--- config.mk ---
export PLATFORM = sky130hd
export DESIGN_NAME = wb_rr_arbiter
export DESIGN_NICKNAME = d
export VERILOG_FILES = /design/src/rtl/wb_rr_arbiter.sv
export SDC_FILE = /design/constraint.sdc
export NUM_CORES = 1
export LEC_CHECK = 0
export CORE_AREA = 2 2 114 116
export CTS_CLUSTER_SIZE = 28
export DETAILED_ROUTE_END_ITERATION = 8
export DIE_AREA = 0 0 116 118
export GPL_ROUTABILITY_DRIVEN = 0
export PLACE_DENSITY = 0.69
export SLEW_MARGIN = 15
export SYNTH_ARGS = -nofsm -noshare
export SYNTH_HDL_FRONTEND = slang
export SYNTH_SLANG_ARGS = --single-unit
--- constraint.sdc ---
create_clock -name clk -period 1.5 [get_ports clk]
set_input_delay 0.15 -clock clk [delete_from_list [all_inputs] [get_ports clk]]
set_output_delay 0.15 -clock clk [all_outputs]
set_load 0.02 [all_outputs]
--- src/rtl/wb_rr_arbiter.sv ---
// Wishbone pipelined arbiter: NM masters share one slave, selected by
// round-robin or fixed priority, with a per-ownership watchdog.
module wb_rr_arbiter #(
    parameter int NM      = 2,
    parameter int AW      = 32,
    parameter int DW      = 32,
    parameter int MODE    = 0,
    parameter int TIMEOUT = 255
) (
    input  logic                   clk,
    input  logic                   rst,
    input  logic [NM-1:0]          m_cyc_i,
    input  logic [NM-1:0]          m_stb_i,
    input  logic [NM-1:0]          m_we_i,
    input  logic [NM*AW-1:0]       m_adr_i,
    input  logic [NM*DW-1:0]       m_dat_i,
    input  logic [NM*(DW/8)-1:0]   m_sel_i,
    output logic [NM-1:0]          m_ack_o,
    output logic [NM-1:0]          m_err_o,
    output logic [NM-1:0]          m_stall_o,
    output logic [DW-1:0]          m_dat_o,
    output logic                   s_cyc_o,
    output logic                   s_stb_o,
    output logic                   s_we_o,
    output logic [AW-1:0]          s_adr_o,
    output logic [DW-1:0]          s_dat_o,
    output logic [(DW/8)-1:0]      s_sel_o,
    input  logic                   s_ack_i,
    input  logic                   s_err_i,
    input  logic                   s_stall_i,
    input  logic [DW-1:0]          s_dat_i,
    output logic [NM-1:0]          grant_o,
    output logic                   timeout_o
);

    localparam int OW = $clog2(NM);
    localparam int SW = DW / 8;
    localparam int WW = (TIMEOUT > 0) ? $clog2(TIMEOUT + 1) : 1;
    localparam logic [WW-1:0] WD_LIMIT = WW'(TIMEOUT);

    typedef enum logic [0:0] {
        ST_IDLE  = 1'b0,
        ST_OWNED = 1'b1
    } state_e;

    state_e          state_q, state_d;
    logic [OW-1:0]   owner_q, owner_d;
    logic [OW-1:0]   last_q, last_d;
    logic [WW-1:0]   wdog_q, wdog_d;

    logic [NM-1:0]   own_oh_s;
    logic            own_cyc_s;
    logic            timeout_s;
    logic            rearb_s;
    logic [NM-1:0]   cand_s;
    logic [OW:0]     pick_s;

    // Returns {found, index}; iterating backwards lets the first hit in search order win.
    function automatic logic [OW:0] pick_winner(input logic [NM-1:0] req,
                                                input logic [OW-1:0] last);
        logic [OW:0]   res;
        logic [OW-1:0] idx;
        res = '0;
        if (MODE == 1) begin
            for (int i = NM - 1; i >= 0; i--) begin
                idx = OW'(i);
                if (req[idx]) begin
                    res = {1'b1, idx};
                end else begin
                    res = res;
                end
            end
        end else begin
            for (int i = NM; i >= 1; i--) begin
                idx = OW'((int'(last) + i) % NM);
                if (req[idx]) begin
                    res = {1'b1, idx};
                end else begin
                    res = res;
                end
            end
        end
        return res;
    endfunction

    assign own_oh_s  = NM'(1) << owner_q;
    assign own_cyc_s = m_cyc_i[owner_q];
    assign timeout_s = (state_q == ST_OWNED) && (TIMEOUT != 0) && (wdog_q == WD_LIMIT);

    // Next-state: hold, or re-arbitrate on release/timeout with the old owner excluded.
    always_comb begin
        state_d = state_q;
        owner_d = owner_q;
        last_d  = last_q;
        wdog_d  = wdog_q;
        cand_s  = m_cyc_i;
        rearb_s = 1'b0;
        if (state_q == ST_IDLE) begin
            rearb_s = 1'b1;
        end else if (timeout_s || !own_cyc_s) begin
            rearb_s = 1'b1;
            cand_s  = m_cyc_i & ~own_oh_s;
        end else if (s_ack_i || s_err_i) begin
            wdog_d = '0;
        end else if (TIMEOUT != 0) begin
            wdog_d = wdog_q + WW'(1);
        end else begin
            wdog_d = '0;
        end

        pick_s = pick_winner(cand_s, last_q);

        if (rearb_s) begin
            wdog_d = '0;
            if (pick_s[OW]) begin
                state_d = ST_OWNED;
                owner_d = pick_s[OW-1:0];
                last_d  = pick_s[OW-1:0];
            end else begin
                state_d = ST_IDLE;
            end
        end else begin
            state_d = state_q;
        end
    end

    // State, owner, last owner and watchdog registers.
    always_ff @(posedge clk or posedge rst) begin
        if (rst) begin
            state_q <= ST_IDLE;
            owner_q <= '0;
            last_q  <= OW'(NM - 1);
            wdog_q  <= '0;
        end else begin
            state_q <= state_d;
            owner_q <= owner_d;
            last_q  <= last_d;
            wdog_q  <= wdog_d;
        end
    end

    // Slave request mux and per-master response routing from the registered owner.
    always_comb begin
        m_dat_o   = s_dat_i;
        s_cyc_o   = 1'b0;
        s_stb_o   = 1'b0;
        s_we_o    = 1'b0;
        s_adr_o   = '0;
        s_dat_o   = '0;
        s_sel_o   = '0;
        m_ack_o   = '0;
        m_err_o   = '0;
        m_stall_o = '1;
        grant_o   = '0;
        timeout_o = 1'b0;
        if (state_q == ST_OWNED) begin
            grant_o   = own_oh_s;
            timeout_o = timeout_s;
            s_cyc_o   = own_cyc_s & ~timeout_s;
            s_stb_o   = m_stb_i[owner_q] & ~timeout_s;
            s_we_o    = m_we_i[owner_q];
            s_adr_o   = m_adr_i[owner_q*AW +: AW];
            s_dat_o   = m_dat_i[owner_q*DW +: DW];
            s_sel_o   = m_sel_i[owner_q*SW +: SW];
            m_ack_o   = s_ack_i ? own_oh_s : '0;
            m_err_o   = (s_err_i || timeout_s) ? own_oh_s : '0;
            m_stall_o = s_stall_i ? '1 : ~own_oh_s;
        end else begin
            grant_o   = '0;
        end
    end

endmodule

==> impl_results.md <==
- Outcome: finished with violations
- Failing checks: setup timing
- Clock Sinks: 11
- Synthesized instance count: 260
- Layout Cells excl Fill: 656
- IO Count: 291
- Netlist Area Pre-Place: 2136 um2
- Grt total ovfl: 0
- Layout cells sized above 1: 31.40%
- Tightest Hold Check Type: in2async
- Utilization after layout: 38.55%
- Fin nets: 665
- Via density: 4.128
- Peak supply drop: 0.3421 mV
- Drt wl/cell: roughly 16 um
- Largest net degree at the start of global routing: 36
- Comb pwr share: a little under three quarters
- Layout area overhead: 124.1%
- Starting Density: between 10% and 20%
- Reg clk slew, reported paths: 0.04 ns
- Area leader, netlist: mux2i_1
- Post-synth net total: 440
- Switch share: around 37%
- Post-synth EDFFs: 0
- Port Buffers: 226
- # DRC: 0
- Sequential area share after synthesis: 12.95%
- Vias in the first global route: 2779
- Hold Slack: 0.2048 ns
- Total of max-cap violations: 0
- Total core area: roughly 12000 um2
- Clk network pwr share: 16.9%
- Routed Antenna Nets: 0
- GRT Overall Usage: 12.97%
- First-pass GRT wire length: around 14 mm
- F_max: 583.8 MHz
- Via count: 2708
- WP data arrival: 1.56 ns
- CTS tree: yes
- Crit Path Class: reg2out
- Unrepaired setup endpoints after global routing: yes
- Synth Register Bits: 11
- H-tree levels: 1
- Commonest cells in the netlist: mux2i_1, nor2b_1, buf_4, dfrtp_1, nor2_1
- Final setup margin: -0.2129 ns
- Setup WS pre-CTS: -0.3865 ns
- Fill count: 1260
- Die height: 118 um
- Chip width: ~120 um
- Root Buffer: clkbuf_16
- Distinct cells, synth: 36
- P_int: 1.833 mW
- Async S/R FF share, synth: 100.0%
- CTS buffer count: 3
- Startpoint Class: register
- Detailed Routing Iterations Pass 1: 4
- Max Transition Viols Final: 0
- Post-Place Cells: 633
- Fin. Hold Viols: 0
- Average size of a mapped cell: between 8 and 9 um2
- Fin crit period: ~1.7 ns
- DP HPWL: roughly 8 mm
- Crit path max fanout: 6
- Top_reg_cell synth: dfrtp_1
- Sw power: 1.055 mW
- Skew final: 0.002958 ns
- Final wirelength: 10.28 mm
- Max_slew headroom: 72.37%
- Final setup fails: 71
- Yosys warns: 0
- Row count: slightly above 40
- DIE AREA: approximately 14000 um2
- Top-count cell post-synth: mux2i_1
- Yosys top cell area share: 33.27%
- CTS Hold Bufs: 0
- Pleak: 2.073 nW
- Later-pin clock latency in the skew report: between 0.2 and 0.25 ns
- Worst Path Required: 1.35 ns
- CP endpoint kind: output port
- Iter 0 DRT Violations: between 60 and 70
- Final period util: 114.2%
- Max Root-Sink Buffers: 2
- Pwr dens: 603.6 nW/um2
- Worst-Margin Slew: 0.4141 ns
- Synth top area cells: mux2i_1, nor2b_1, buf_4
- N_diodes: 0
- Reg power frac: 11.7%
- Antenna violations before repair: 0
-- layout by cell type, fill, tap and decap left out, types with 2 or more instances in the layout --
master / instances
buf_2: 2
buf_6: 20
nand2_1: 2
nor3_1: 2
dfrtp_1: 8
clkdlybuf4s50_1: 146
nor2_1: 7
mux2i_2: 4
buf_4: 91
o21ai_0: 3
xnor2_1: 4
buf_12: 4
a21oi_1: 4
nor2b_1: 70
mux2i_1: 67
nand2b_4: 2
clkbuf_16: 6
inv_1: 4
and2_4: 3
nand3_1: 4
-- cells by family after synthesis --
group / share of synthesized area, %
adder cells (fa/ha/maj): 0.5857
multiplexers: 33.80
flip-flops: 12.95
AO/OA/AOI/OAI: 3.925
AND/OR/NAND/NOR: 30.11
buffers and inverters: 16.99
XOR/XNOR: 1.640
-- state kept, by name (all words and copies together), names as in the netlist --
| signal | count |
|---|---|
| wdog_q | 8 |
| last_q | 1 |
| owner_q | 1 |
| state_q | 1 |
-- path summary, 6_finish.rpt --
path,start,to,slack (ns),cells past startpoint
max,owner_q$_DFFE_PP0P_,s_sel_o[0],-0.21,5
min,rst,wdog_q[7]$_DFFE_PP0P_,0.20,2
max reg2reg,owner_q$_DFFE_PP0P_,last_q$_DFFE_PP1P_,0.04,7
min reg2reg,last_q$_DFFE_PP1P_,last_q$_DFFE_PP1P_,0.54,2
max in group asynchronous,rst,owner_q$_DFFE_PP0P_,0.97,2
min in group clk,s_dat_i[12],m_dat_o[12],0.30,0
-- metrics by stage --
step                      setup TNS [ns]  instance area (um2)  power, mW
after global placement            -19.06                 4509      2.202
after CTS                         -8.950                 4536      2.733
after global routing              -13.15                 4786      3.032
final                             -8.896                 4786      2.889
after floorplan                        0                 2141      1.330
after detailed placement          -20.49                 4509      2.221
-- timing repair --
item / in CTS / in global routing
endpoints found under the hold margin: 0 / 0
gates resized for setup: 379 / 53
cloned: 2 / 3
buffers inserted: 6 / 10
pin swaps: 1 / 4
endpoints found under the setup margin: 80 / 87
-- worst max-delay path, stage by stage (launching register included) --
cell     delay (ns)
dfrtp_4        0.52
buf_8          0.17
buf_16         0.15
mux2i_1        0.12
nor2b_1        0.19
buf_4          0.18
-- layout make-up --
cell class,instances,area (um2),area share [%]
repair buffers,270,2615,54.64
multi-input cells,194,1573,32.86
flip-flops and latches,11,281.5,5.882
well taps,172,215.2,4.497
clock buffers,3,75.07,1.569
inverters,5,21.27,0.4444
clock inverters,1,5.005,0.1046
-- power groups by stage --
stage	Clock (mW)	Sequential, mW	Combinational [mW]
2_1_floorplan	0	0.325	1.01
3_3_place_gp	0	0.338	1.86
3_5_place_dp	0	0.340	1.88
4_1_cts	0.498	0.342	1.89
5_1_grt	0.515	0.341	2.18
6_report	0.488	0.339	2.06
-- routing by layer --
layer / up-vias / global-route usage (%) / part of all wire, %
li1: 1294 / - / -
met1: 1232 / 14.45 / 39
met2: 147 / 23.83 / 49
met3: 35 / 2.214 / 8.7
met4: 0 / 5.357 / 3.2
met5: - / 0 / 0
No activity file was read; power rests on OpenSTA's default activity.
